==> src/rtl/router_pkg.sv <==
// rtl/router_pkg.sv - shared check-mode constants, fold and header field helpers for the router
package router_pkg;

  localparam int CHECK_XOR = 0;
  localparam int CHECK_SUM = 1;

  // Running integrity fold on a zero-extended byte; the caller narrows the
  // result to its byte width, which is where the sum carry is discarded.
  function automatic logic [31:0] fold(input logic [31:0] acc, input logic [31:0] b, input int mode);
    if (mode == CHECK_SUM) begin
      return acc + b;
    end
    return acc ^ b;
  endfunction

  // Destination address lives in the low addr_bits of the header.
  function automatic logic [31:0] hdr_addr(input logic [31:0] hdr, input int addr_bits);
    return hdr & ((32'd1 << addr_bits) - 32'd1);
  endfunction

  // Payload length is everything above the address field.
  function automatic logic [31:0] hdr_len(input logic [31:0] hdr, input int addr_bits);
    return hdr >> addr_bits;
  endfunction

endpackage

==> src/rtl/router_hold_fifo.sv <==
// rtl/router_hold_fifo.sv - small tagged FIFO buffering bytes that arrive while the target FIFO is full
module router_hold_fifo #(
  parameter int DEPTH = 2,
  parameter int WIDTH = 9
) (
  input  logic             clk,
  input  logic             resetn,
  input  logic             clr,
  input  logic             push,
  input  logic             pop,
  input  logic [WIDTH-1:0] wdata,
  output logic [WIDTH-1:0] rdata,
  output logic             empty,
  output logic             full
);

  localparam int PW = (DEPTH > 1) ? $clog2(DEPTH) : 1;
  localparam int CW = $clog2(DEPTH + 1);
  localparam logic [PW-1:0] LAST = PW'(DEPTH - 1);
  localparam logic [CW-1:0] CAP  = CW'(DEPTH);

  logic [WIDTH-1:0] mem [DEPTH];
  logic [PW-1:0]    wr_ptr;
  logic [PW-1:0]    rd_ptr;
  logic [CW-1:0]    cnt;
  logic             do_push;
  logic             do_pop;

  assign empty   = (cnt == '0);
  assign full    = (cnt == CAP);
  assign do_push = push & ~full;
  assign do_pop  = pop & ~empty;
  assign rdata   = mem[rd_ptr];

  // Pointer and occupancy bookkeeping; clr empties the buffer for a new packet.
  always_ff @(posedge clk or negedge resetn) begin
    if (!resetn) begin
      wr_ptr <= '0;
      rd_ptr <= '0;
      cnt    <= '0;
    end else if (clr) begin
      wr_ptr <= '0;
      rd_ptr <= '0;
      cnt    <= '0;
    end else begin
      if (do_push) wr_ptr <= (wr_ptr == LAST) ? '0 : wr_ptr + PW'(1);
      if (do_pop)  rd_ptr <= (rd_ptr == LAST) ? '0 : rd_ptr + PW'(1);
      case ({do_push, do_pop})
        2'b10:   cnt <= cnt + CW'(1);
        2'b01:   cnt <= cnt - CW'(1);
        default: cnt <= cnt;
      endcase
    end
  end

  // Storage array carries no reset; occupancy alone decides what is valid.
  always_ff @(posedge clk) begin
    if (do_push) mem[wr_ptr] <= wdata;
  end

endmodule

==> src/rtl/router_pkt_reg.sv <==
// rtl/router_pkt_reg.sv - router packet register: header latch, byte forwarding, stall buffering and packet checks
module router_pkt_reg
  import router_pkg::*;
#(
  parameter int DATA_WIDTH = 8,
  parameter int ADDR_BITS  = 2,
  parameter int HOLD_DEPTH = 2,
  parameter int CHECK_MODE = 0
) (
  input  logic                  clk,
  input  logic                  resetn,
  input  logic [DATA_WIDTH-1:0] data_in,
  input  logic                  pkt_valid,
  input  logic                  fifo_full,
  input  logic                  detect_add,
  input  logic                  lfd_state,
  input  logic                  ld_state,
  input  logic                  laf_state,
  input  logic                  full_state,
  input  logic                  rst_int_reg,
  output logic [DATA_WIDTH-1:0] dout,
  output logic                  parity_done,
  output logic                  low_pkt_valid,
  output logic                  err,
  output logic                  len_err,
  output logic                  hold_empty,
  output logic                  hold_ovf
);

  localparam int LEN_W = DATA_WIDTH - ADDR_BITS;
  // One spare bit so an over-long packet is still distinguishable from the largest legal length.
  localparam int CNT_W = LEN_W + 1;

  logic [DATA_WIDTH-1:0] header;
  logic [DATA_WIDTH-1:0] accum;
  logic [DATA_WIDTH-1:0] packet_parity;
  logic [CNT_W-1:0]      count;
  logic                  pd_q;

  logic [DATA_WIDTH:0]   hold_wdata;
  logic [DATA_WIDTH:0]   hold_rdata;
  logic                  hold_full;
  logic                  hold_clr;
  logic                  hold_push;
  logic                  hold_pop;
  logic                  hold_drop;
  logic                  ld_act;
  logic                  laf_act;
  logic                  fwd;
  logic                  len_mismatch;

  // Strobe priority and byte routing: forward, park in the hold buffer, drop, or pop.
  always_comb begin
    hold_clr     = detect_add & pkt_valid;
    ld_act       = ~detect_add & ~lfd_state & ld_state & ~full_state;
    laf_act      = ~detect_add & ~lfd_state & ~ld_state & laf_state & ~full_state;
    fwd          = ld_act & ~fifo_full & hold_empty;
    hold_push    = ld_act & ~fwd & ~hold_full;
    hold_drop    = ld_act & ~fwd & hold_full;
    hold_pop     = laf_act & ~hold_empty;
    hold_wdata   = {~pkt_valid, data_in};
    len_mismatch = (count != CNT_W'(hdr_len(32'(header), ADDR_BITS)));
  end

  router_hold_fifo #(
    .DEPTH (HOLD_DEPTH),
    .WIDTH (DATA_WIDTH + 1)
  ) u_hold (
    .clk    (clk),
    .resetn (resetn),
    .clr    (hold_clr),
    .push   (hold_push),
    .pop    (hold_pop),
    .wdata  (hold_wdata),
    .rdata  (hold_rdata),
    .empty  (hold_empty),
    .full   (hold_full)
  );

  // Datapath: header latch, dout, running fold, payload count and per-packet status flags.
  always_ff @(posedge clk or negedge resetn) begin
    if (!resetn) begin
      header        <= '0;
      accum         <= '0;
      packet_parity <= '0;
      count         <= '0;
      dout          <= '0;
      parity_done   <= 1'b0;
      len_err       <= 1'b0;
      hold_ovf      <= 1'b0;
    end else if (detect_add) begin
      if (pkt_valid) begin
        header        <= data_in;
        accum         <= '0;
        packet_parity <= '0;
        count         <= '0;
        parity_done   <= 1'b0;
        len_err       <= 1'b0;
        hold_ovf      <= 1'b0;
      end
    end else if (lfd_state) begin
      dout  <= header;
      accum <= DATA_WIDTH'(fold(32'(accum), 32'(header), CHECK_MODE));
    end else if (ld_act) begin
      if (pkt_valid) begin
        accum <= DATA_WIDTH'(fold(32'(accum), 32'(data_in), CHECK_MODE));
        if (count == '1) len_err <= 1'b1;
        else             count   <= count + CNT_W'(1);
      end else begin
        packet_parity <= data_in;
      end
      if (fwd) begin
        dout <= data_in;
        if (!pkt_valid) begin
          parity_done <= 1'b1;
          if (!parity_done && len_mismatch) len_err <= 1'b1;
        end
      end
      if (hold_drop) hold_ovf <= 1'b1;
    end else if (hold_pop) begin
      dout <= hold_rdata[DATA_WIDTH-1:0];
      if (hold_rdata[DATA_WIDTH]) begin
        parity_done <= 1'b1;
        if (!parity_done && len_mismatch) len_err <= 1'b1;
      end
    end
  end

  // Packet verdict lands one edge after parity_done rises and holds until the next header.
  always_ff @(posedge clk or negedge resetn) begin
    if (!resetn) begin
      err  <= 1'b0;
      pd_q <= 1'b0;
    end else if (hold_clr) begin
      err  <= 1'b0;
      pd_q <= 1'b0;
    end else begin
      pd_q <= parity_done;
      if (parity_done && !pd_q) err <= (packet_parity != accum) | len_err | hold_ovf;
    end
  end

  // low_pkt_valid marks check-byte acceptance; only rst_int_reg clears it.
  always_ff @(posedge clk or negedge resetn) begin
    if (!resetn) begin
      low_pkt_valid <= 1'b0;
    end else if (rst_int_reg) begin
      low_pkt_valid <= 1'b0;
    end else if (ld_act && !pkt_valid) begin
      low_pkt_valid <= 1'b1;
    end
  end

endmodule

==> config.mk <==
export PLATFORM = sky130hd
export DESIGN_NAME = router_pkt_reg
export DESIGN_NICKNAME = d
export VERILOG_FILES = /design/src/rtl/router_pkg.sv /design/src/rtl/router_hold_fifo.sv /design/src/rtl/router_pkt_reg.sv
export SDC_FILE = /design/constraint.sdc
export NUM_CORES = 1
export LEC_CHECK = 0
export ABC_AREA = 1
export CAP_MARGIN = 30
export CORE_AREA = 2 2 79 81
export DETAILED_ROUTE_END_ITERATION = 12
export DIE_AREA = 0 0 81 83
export PLACE_DENSITY = 0.81
export SETUP_SLACK_MARGIN = 0.02
export SLEW_MARGIN = 5
export SYNTH_ARGS = -nofsm -noshare
export SYNTH_HDL_FRONTEND = slang
export SYNTH_SLANG_ARGS = --single-unit
==> constraint.sdc <==
create_clock -name clk -period 2.54 [get_ports clk]
set_input_delay 0.762 -clock clk [delete_from_list [all_inputs] [get_ports clk]]
set_output_delay 0.762 -clock clk [all_outputs]
set_load 0.02 [all_outputs]
==> impl_results.md <==
- Die width: 81 um
- Yosys reg bits: between 60 and 70
- Netlist cell types: 33
- TritonCTS clock tree: built
- Synthesized Nets: between 400 and 500
- Synth Warn #: 0
- Reg2reg setup slack: ~800 ps
- I/O pin total: 32
- Tot GR Track Use: 0.258
- Hold_buf cts: 0
- RSZ-0062 raised after global routing: no
- Fill cell count: 470
- Commonest cells after routing, fill and taps aside: 84 x nand2_1, 49 x o21ai_0, 49 x dfrtp_1
- Slew HR: 0.365
- Antenna Nets Post-Route: 0
- Fmax: 424 MHz
- Final nets: 473
- Port buffer count: 31
- CTS clk-pin slew, worst paths: 80 ps
- Crit path from: u_hold.cnt[1]
- Die Ht: around 83 um
- Total global routing overflow: 0
- Vias per cell: ~5.3
- Worst Setup Path Type: reg -> out
- Initial antenna violation count: 0
- Crit. End Element: output port
- Vias in the first global route: 2,854
- DRC: 0
- Area of the multi-input gates: 1360 sq um
- Max-Cap Viols: 0
- Crit Path Max Fanout: 5
- Core box area: 5820 sq um
- Overall Power: 2.71 mW
- Post-cts sizing count: 0
- Commonest non-fill, non-tap cell in the layout: nand2_1
- Count of final max-slew check failures: 0
- Reg2Reg Launch Point: u_hold.rd_ptr
- Die area: 6720 sq um
- VDD IR max: 418 uV
- Post-Syn Area per Cell: 8.43 sq um
- WL final: 7.78 mm
- Worst Tran Pin Value: between 900 and 1000 ps
- Min-Delay Path Class: in -> async
- Initial DRT Pass Iterations: 5
- Clock Tree Buf Depth: 2
- Area delta synth->final: 19.7%
- DP HPWL: between 5 and 6 mm
- Initial Utilization: 0.586
- Post-route clock period utilization: 0.928
- Total CTS buffers: 9
- Tmin final: approximately 2400 ps
- Clk_lat worst skew: 350 ps
- Mapped Area: between 3000 and 4000 sq um
- Largest net degree at the start of global routing: 34
- # diodes: 0
- CP startpoint kind: register
- Final Wtd Congestion: 0.907
- Clk_skew: 8.73 ps
- Register area: 1770 sq um
- RR Endpoint: dout[1]
- Initial DRC Count: 191
- H-tree levels: 3
- Clk root buf: clkbuf_8
- Share of cells above drive strength 1: 0.157
- Post-layout util: 0.701
- Wirelength per Cell: 14.6 um
- Mapped Cells: ~400
- Reg2Reg Depth: 7
- Fin. Hold Viols: 0
- Global-route wire length before repair: 13.2 mm
- CP arrival: 1600 ps
- CP required: ~1800 ps
- Outcome: finished, final reports clean
- Clk sinks: 67
- Final setup vio count: 0
- Part of the Yosys area used for sequential elements: 0.519
- Post CTS Setup Buffer Count: 0
- Total power per unit cell area: 664 nW/um^2
- Row Count: 28
- Via count: 2,852
- Leakage power: 1.87 nW
-- per-stage QoR --
stage / setup TNS [ps] / instances / instance area [sq um] / hold WS (ps) / setup slack [ps]
floorplan: 0 / 404 / 3410 / 453 / 281
global placement: 0 / 518 / 3880 / 468 / 15.3
detailed placement: -141 / 518 / 3880 / 469 / -36.1
CTS: 0 / 534 / 4080 / 425 / 174
global route: 0 / 534 / 4080 / 441 / 113
finish: 0 / 534 / 4080 / 418 / 182
-- where the power goes --
part	internal (mW)	total, mW	switching (mW)
Combinational	0.228	0.518	0.289
Clock	0.465	0.903	0.437
Sequential	1.20	1.29	0.0839
Total	1.90	2.71	0.810
-- worst max path at each step --
| stage | endpoint | slack [ps] | depth (start not counted) |
|---|---|---|---|
| global placement | accum[2] | 20 | 5 |
| CTS | hold_empty | 170 | 2 |
| global route | hold_empty | 110 | 2 |
| detailed placement | accum[4] | -40 | 6 |
| finish | hold_empty | 180 | 2 |
| floorplan | u_hold.mem[1][0] | 280 | 8 |
-- worst max-delay path: stages (launching register included) --
cell	delay [ps]
dfrtp_1	420
nor2_1	190
clkdlybuf4s50_1	640
-- sequential cells by signal, summed over array words and instances, names as in the netlist --
signal and cells:
u_hold.mem 18, accum 8, dout 8, header 8
packet_parity 8, count 7, u_hold.cnt 2, err 1
hold_ovf 1, len_err 1, low_pkt_valid 1, parity_done 1
pd_q 1, u_hold.rd_ptr 1, u_hold.wr_ptr 1
-- cells in the mapped netlist --
library cell	n	area, sq um
clkbuf_2	2	10.0
xnor2_1	3	26.3
buf_2	4	20.0
nor4_1	1	6.26
o21ai_4	1	16.3
a21oi_1	7	35.0
nand3_2	2	20.0
nand2_2	4	25.0
nor3b_1	1	7.51
inv_1	48	180
buf_4	1	7.51
edfxtp_1	18	541
a21oi_2	2	17.5
buf_1	1	3.75
nor3_1	2	10.0
nor2_1	43	161
nand4_1	3	18.8
dfrtp_1	49	1230
inv_2	1	3.75
buf_6	4	45.0
o21ai_0	49	245
nand2_1	84	315
nor2_2	2	12.5
o31ai_1	1	7.51
clkbuf_1	2	7.51
o21ai_2	12	105
nand3_1	34	170
or2_2	9	56.3
xor2_1	5	43.8
ha_1	1	12.5
o21ai_1	6	30.0
nand2_4	1	11.3
o311ai_0	1	8.76
-- metal layers --
metal  track usage  wire, um  vias to the layer above
met5             0         0                        -
met4        0.0832       131                        0
met3        0.0707       414                       11
met2         0.416      3930                       84
met1         0.335      3300                     1339
li1              -         -                     1418
-- cells by family after synthesis --
group,Yosys count,synth area share
AND/OR/NAND/NOR,186,0.239
XOR/XNOR,8,0.0206
AO/OA/AOI/OAI,79,0.137
flip-flops,67,0.519
buffers and inverters,63,0.0815
adder cells (fa/ha/maj),1,0.00367
-- cell type report --
type | count | share of cell area
multi-input combinational | 274 | 0.334
clock inverter | 6 | 0.0181
clock buffer | 10 | 0.0313
timing repair buffer | 53 | 0.115
tap | 75 | 0.0230
inverter | 49 | 0.0451
sequential | 67 | 0.433
No activity file was read; power rests on OpenSTA's default activity.
